### src/rtl/iter_divider.sv
// Multi-cycle radix-2 restoring divider (DIV/DIVU/REM/REMU), one quotient bit per cycle.
// Define DIV_SIGNED_EN to honour op_signed (two's complement operands, overflow fast path).
module iter_divider #(
    parameter int WIDTH = 32
) (
    input  logic             clk,
    input  logic             rst_n,
    input  logic             start,
    input  logic             op_signed,
    input  logic             op_rem,
    input  logic [WIDTH-1:0] dividend,
    input  logic [WIDTH-1:0] divisor,
    output logic             busy,
    output logic             done,
    output logic [WIDTH-1:0] result
);

    typedef enum logic [1:0] {
        IDLE = 2'd0,
        CALC = 2'd1,
        FIN  = 2'd2
    } state_t;

    localparam int            CW        = $clog2(WIDTH);
    localparam logic [CW-1:0] LAST_STEP = CW'(WIDTH - 1);

    state_t           state;
    state_t           state_next;
    logic [CW-1:0]    step_q;
    logic [WIDTH-1:0] rem_q;
    logic [WIDTH-1:0] quo_q;
    logic [WIDTH-1:0] dsr_q;
    logic             rem_sel_q;

    logic             launch;
    logic             div_zero;
    logic             overflow;
    logic             fast_path;
    logic [WIDTH-1:0] mag_a;
    logic [WIDTH-1:0] mag_b;
    logic [WIDTH-1:0] fast_result;

    logic [WIDTH:0]   shifted;
    logic [WIDTH:0]   trial;
    logic             take;
    logic [WIDTH-1:0] rem_step;
    logic [WIDTH-1:0] quo_step;
    logic [WIDTH-1:0] fix_quo;
    logic [WIDTH-1:0] fix_rem;

    assign launch   = (state == IDLE) && start;
    assign div_zero = (divisor == '0);

`ifdef DIV_SIGNED_EN
    logic sign_a;
    logic sign_b;
    logic neg_quo_q;
    logic neg_rem_q;

    assign sign_a   = op_signed & dividend[WIDTH-1];
    assign sign_b   = op_signed & divisor[WIDTH-1];
    assign mag_a    = sign_a ? -dividend : dividend;
    assign mag_b    = sign_b ? -divisor : divisor;
    assign overflow = op_signed && (dividend == {1'b1, {(WIDTH-1){1'b0}}}) && (&divisor);

    // Quotient sign follows the operand sign mismatch, remainder follows the dividend.
    assign fix_quo  = neg_quo_q ? -quo_step : quo_step;
    assign fix_rem  = neg_rem_q ? -rem_step : rem_step;

    always_ff @(posedge clk or negedge rst_n) begin
        if (!rst_n) begin
            neg_quo_q <= 1'b0;
            neg_rem_q <= 1'b0;
        end else if (launch) begin
            neg_quo_q <= sign_a ^ sign_b;
            neg_rem_q <= sign_a;
        end
    end
`else
    logic unused_op_signed;

    assign unused_op_signed = op_signed;
    assign mag_a    = dividend;
    assign mag_b    = divisor;
    assign overflow = 1'b0;
    assign fix_quo  = quo_step;
    assign fix_rem  = rem_step;
`endif

    assign fast_path   = div_zero || overflow;
    assign fast_result = op_rem ? (overflow ? '0 : dividend)
                                : (overflow ? dividend : '1);

    // One restoring step: the trial subtraction is WIDTH+1 bits wide so its MSB is the borrow.
    assign shifted  = {rem_q, quo_q[WIDTH-1]};
    assign trial    = shifted - {1'b0, dsr_q};
    assign take     = ~trial[WIDTH];
    assign rem_step = take ? trial[WIDTH-1:0] : shifted[WIDTH-1:0];
    assign quo_step = {quo_q[WIDTH-2:0], take};

    // NOTE: state registers use non-blocking assignments so every flop samples pre-edge values.
    always_ff @(posedge clk or negedge rst_n) begin
        if (!rst_n) begin
            state <= IDLE;
        end else begin
            state <= state_next;
        end
    end

    // NOTE: every output of this block gets a default first, otherwise latches are inferred.
    always_comb begin
        state_next = state;
        busy       = 1'b0;
        done       = 1'b0;
        case (state)
            IDLE: begin
                if (start) begin
                    state_next = fast_path ? FIN : CALC;
                end
            end
            CALC: begin
                busy = 1'b1;
                if (step_q == LAST_STEP) begin
                    state_next = FIN;
                end
            end
            FIN: begin
                busy       = 1'b1;
                done       = 1'b1;
                state_next = IDLE;
            end
            default: begin
                state_next = IDLE;
            end
        endcase
    end

    // NOTE: datapath registers are reset too, so an aborted operation leaves no stale operands.
    always_ff @(posedge clk or negedge rst_n) begin
        if (!rst_n) begin
            step_q    <= '0;
            rem_q     <= '0;
            quo_q     <= '0;
            dsr_q     <= '0;
            rem_sel_q <= 1'b0;
            result    <= '0;
        end else begin
            case (state)
                IDLE: begin
                    if (start) begin
                        step_q    <= '0;
                        rem_q     <= '0;
                        quo_q     <= mag_a;
                        dsr_q     <= mag_b;
                        rem_sel_q <= op_rem;
                        if (fast_path) begin
                            result <= fast_result;
                        end
                    end
                end
                CALC: begin
                    rem_q  <= rem_step;
                    quo_q  <= quo_step;
                    step_q <= step_q + CW'(1);
                    if (step_q == LAST_STEP) begin
                        result <= rem_sel_q ? fix_rem : fix_quo;
                    end
                end
                default: begin
                end
            endcase
        end
    end

endmodule

### config.mk
export PLATFORM = sky130hd
export DESIGN_NAME = iter_divider
export DESIGN_NICKNAME = d
export VERILOG_FILES = /design/src/rtl/iter_divider.sv
export SDC_FILE = /design/constraint.sdc
export NUM_CORES = 1
export LEC_CHECK = 0
export CAP_MARGIN = 20
export CELL_PAD_IN_SITES_DETAIL_PLACEMENT = 0
export CELL_PAD_IN_SITES_GLOBAL_PLACEMENT = 1
export CORE_MARGIN = 2
export CORE_UTILIZATION = 45
export CTS_CLUSTER_DIAMETER = 120
export CTS_CLUSTER_SIZE = 20
export DETAILED_ROUTE_END_ITERATION = 12
export PLACE_DENSITY = 0.82
export SYNTH_ARGS = -nofsm -noshare
export SYNTH_HDL_FRONTEND = slang
export SYNTH_SLANG_ARGS = --single-unit
### constraint.sdc
create_clock -name clk -period 6.85 [get_ports clk]
set_input_delay 0.685 -clock clk [delete_from_list [all_inputs] [get_ports clk]]
set_output_delay 0.685 -clock clk [all_outputs]
set_load 0.03 [all_outputs]
# == After elaboration in Yosys (flattened, before gate mapping) ==
# Cells that the tools add are included.
# Widths: inputs -> output; s select.
# classes
n_eq_ne,6
bitwise_logic,1
n_addsub,2
n_mux,19
n_reduce_logical,8
# op_table
operator,count
$mux 32,8
$pmux 32 s2,3
$sub 33x32->33,1
$logic_not 32->1,1
$pmux 5 s2,1
$mux 2,3
$ne 2x2->1 const B,3
$reduce_and 2->1,3
$add 5x1->5 const B,1
$eq 5x5->1 const B,1
$mux 5,1
$pmux 2 s2,1
$reduce_and 4->1,1
$eq 2x1->1 const B,1
$eq 2x2->1 const B,1
$logic_not 2->1,1
$mux 1,2
$reduce_bool 2->1,1
$reduce_or 2->1,1
$not 1->1,1
# word_totals
inputBits,69
register_bits,136

# == Longest topological paths before layout ==
# logic_depth
depth_word,5
mapped_depth,14
depth_no_buf,11

# == Worst setup path before layout ==
# Ideal clock, no wire load.
# synth_timing
path_type,flip-flop to flip-flop
startpoint,register rem_q[24]
endpoint,register result[31]
period_less_slack_ps,3082
path_stages_with_launch,14
path_buffers,4
required_ps,6705
arrival_ps,2937
slack_ps,3768
path_cell_list,dfrtp_1 > ha_1 > buf_6 > a211o_1 > a21oi_2 > o21ai_1 > a221o_1 > or4_4 > and2_1 > clkbuf_1 > buf_6 > buf_6 > a31oi_1 > o221ai_1
# synth_between
elab_chain_cells,5
# synth_lines
element,line_no,rtl
start: declaration,30,logic [WIDTH-1:0] rem_q;
start signal: assignment,162,rem_q <= rem_step;
$sub 33x32->33,96,"assign trial = shifted - {1'b0, dsr_q};"
$mux 32,98,assign rem_step = take ? trial[WIDTH-1:0] : shifted[WIDTH-1:0];
$mux 32,166,result <= rem_sel_q ? fix_rem : fix_quo;
$mux 32,165,if (step_q == LAST_STEP) begin
$pmux 32 s2,148,case (state)
end signal: assignment,157,result <= fast_result;
end signal: assignment,166,
end: declaration,15,output logic [WIDTH-1:0] result
# No other way between the ends. The select of a mux whose other input is x is not followed.
# A chain may end at the register's enable or synchronous reset.

# == Final worst setup path ==
# layout_timing
startpoint,register quo_q[31]
endpoint,register result[9]
# layout_between
elab_chain_cells,5
# layout_lines
element,line_no,rtl
start: declaration,31,logic [WIDTH-1:0] quo_q;
start signal: assignment,153,quo_q <= mag_a;
start signal: assignment,163,quo_q <= quo_step;
$sub 33x32->33,96,
$mux 32,98,
$mux 32,166,
$mux 32,165,
$pmux 32 s2,148,
# No other way between the ends. The select of a mux whose other input is x is not followed.

==> results.py <==
metrics = {
    "run_status": {
        "status": "complete, no violations",
    },
    "logic_synthesis": {
        "yosys_warnings": 0,
        "synth_seq_area_share_pct": 40.5,
        "netlist_area_um2": 8410,
        "yosys_most_used_dff": "dfrtp_1",
        "synthTopCellsByCount": "dfrtp_1 (136), nand2_1 (113), o21ai_0 (106)",
        "synth_seq_cells": 136,
        "ys_types": 62,
        "yosysTopAreaCell": "dfrtp_1",
        "netlist_top_cells_area": "dfrtp_1 (40%), mux2i_1 (6.9%), o21ai_0 (6.3%)",
        "syn_nets": 1026,
        "synthCells": 919,
        "yosysTopAreaCellShare_pct": 40.5,
        "avgSynthCellArea_um2": 9.15,
        "yosysMostFrequentCell": "dfrtp_1",
        "async_reset_ff_share_pct": 100,
        "synth_edf_count": 0,
    },
    "sta": {
        "min_period_ps": 4230,
        "finalCritPeriodShare_pct": 61.7,
        "fmax_mhz": 237,
        "worst_slew_pin_slew_ps": 1120,
        "max-slew-margin-rel_pct": 25.3,
        "rsz0062_at_grt": "no",
        "drv_slew": 0,
        "hold_viol_final": 0,
        "setup-tns-final_ps": 0,
        "setup_violations": 0,
        "clock_skew_ps": 11.4,
    },
    "clock_tree": {
        "clockRootBuffer": "clkbuf_16",
        "cts_resized": 0,
        "cts_buffers": 17,
        "h-tree-depth": 4,
        "path_clk_slew_ps": 60,
        "clock_latency_ps": 430,
        "post_cts_buffers": 0,
        "postCtsHoldBufs": 0,
        "cts_tree": "yes",
        "clock_sinks": 136,
        "clock_path_buffers": 2,
    },
    "global_routing": {
        "grt_pass1_wl_um": 36200,
        "grt-busiest-layer": "met1",
        "grt_max_degree": 71,
        "grtUsageMet2_pct": 33.7,
        "grtUsageTotal_pct": 22.9,
        "grt-ovfl-total": 0,
        "first_global_vias": 6769,
        "antenna_found_initial": 0,
        "met1_usage_pct": 34.6,
        "groute.layer.met3.usage_pct": 3.60,
    },
    "placement": {
        "place_area_um2": 9550,
        "port_buffers": 101,
        "place_congestion": 0.869,
        "place_hpwl_um": 15800,
        "place_inst": 1203,
    },
    "finish": {
        "instances_no_fill": 1235,
        "fin_area_um2": 10200,
        "area_growth_syn_to_layout_pct": 20.9,
        "drive_gt1_share_pct": 8.55,
        "diodes": 0,
        "fin_nets": 1100,
    },
    "detailed_routing": {
        "postRouteAntennaNets": 0,
        "drt-total-wl_um": 22300,
        "drc": 0,
        "wire_per_inst_um": 18.0,
        "vias": 7101,
        "first_pass_iters": 5,
        "vias_per_cell": 5.75,
        "drt_iter0_drc": 477,
    },
    "die": {
        "ios": 103,
        "core-area_um2": 18100,
        "rows": 49,
        "dieHeight_um": 141,
        "dieArea_um2": 19800,
        "dieWidth_um": 141,
        "initial_core_util_pct": 46.3,
    },
    "setup_path": {
        "crit_family": "compound AO/OA/AOI/OAI gates",
        "cp_max_fo": 20,
        "cpPeakStageDelay_ps": 630,
        "end_kind": "flop",
        "cp_data_required_time_ps": 7120,
        "critical_path_class": "flop to flop",
        "cp-start-kind": "flop",
        "worstPathArrival_ps": 4490,
        "cp_num_buf_inv": 2,
        "crit_path_top_delay_cell": "and2_2",
        "path_cells": "inv_1, ha_1, fa_1, nand2b_1, a21oi_1, o21bai_1, a211oi_1, o31ai_1, and2_2, buf_4, mux2i_1, o221ai_1",
    },
    "power_and_ir_drop": {
        "pwr-share-clk_pct": 22.2,
        "p_per_area_nw_per_um2": 419,
        "leakage_uw": 0.00439,
        "switching_share_pct": 40.5,
        "switching_power_uw": 1720,
        "combPwrFrac_pct": 46.5,
        "vdd_drop_max_v": 0.000215,
        "power.internal_uw": 2530,
        "seqPwrFrac_pct": 31.3,
    },
    "min_path": {
        "hold_path_class": "input pin to async pin",
    },
    "run": {
        "cap_violations": 0,
    },
}
## cell type report
class / count / area [um^2]
clock buffer: 24 / 502
fill: 1663 / 7980
timing repair buffer: 107 / 1060
inverter: 48 / 180
tap: 229 / 287
sequential: 136 / 3400
clock inverter: 8 / 110
multi-input combinational: 683 / 4630
## through the flow
step	setup WS (ps)	hold WS, ps	util (%)	total power [uW]
6_report	2620	230	56.0	4250
3_5_place_dp	2410	471	52.6	3320
3_3_place_gp	2410	464	52.6	3290
2_1_floorplan	3770	389	-	2720
4_1_cts	2610	271	56.0	4280
5_1_grt	2280	293	56.0	4540
## routing by layer
layer	part of all wire (%)	vias to the layer above
li1	-	3472
met1	51	3404
met2	43	189
met3	4.5	36
met4	2.0	0
met5	0	-
## power groups by stage
stage | Clock, uW | Combinational [uW] | Sequential [uW]
floorplan | 0 | 1250 | 1470
global placement | 0 | 1960 | 1340
detailed placement | 0 | 1980 | 1340
CTS | 962 | 1990 | 1330
global route | 994 | 2170 | 1370
finish | 946 | 1980 | 1330
## worst paths after layout
path                        endpoint  depth (start not counted)  slack [ps]      start
max                        result[9]                         12        2620  quo_q[31]
min                        result[8]                          1         230      rst_n
max reg2reg                result[9]                         12        2620  quo_q[31]
min reg2reg                 quo_q[2]                          2         480   quo_q[2]
max in group asynchronous  rem_q[23]                          2        5260      rst_n
min in group clk            quo_q[2]                          2         480   quo_q[2]
## cell usage in the layout, fill, tap and decap left out, types with 22 or more instances in the layout
cell / count
a21oi_1: 40
a221oi_1: 22
clkdlybuf4s50_1: 100
dfrtp_1: 136
ha_1: 36
inv_1: 47
mux2_2: 34
mux2i_1: 58
nand2_1: 113
nor2_1: 31
nor2b_1: 32
nor3_1: 34
o21ai_0: 106
## flip-flops by register name, indices dropped and copies added (netlist names)
name and cells:
step_q 5, quo_q 32, result 32, state 2
rem_q 32, rem_sel_q 1, dsr_q 32
## cells by family (layout without fill, tap and decap cells)
kind of cell             after synthesis  in the layout  synth area share [%]
multiplexers                          94             94                  11.8
adder cells (fa/ha/maj)               38             38                  5.74
AO/OA/AOI/OAI                        264            264                  19.8
XOR/XNOR                              24             24                  2.50
buffers and inverters                100            187                  4.84
AND/OR/NAND/NOR                      263            263                  14.8
flip-flops                           136            136                  40.5
No activity file was read; power rests on OpenSTA's default activity.
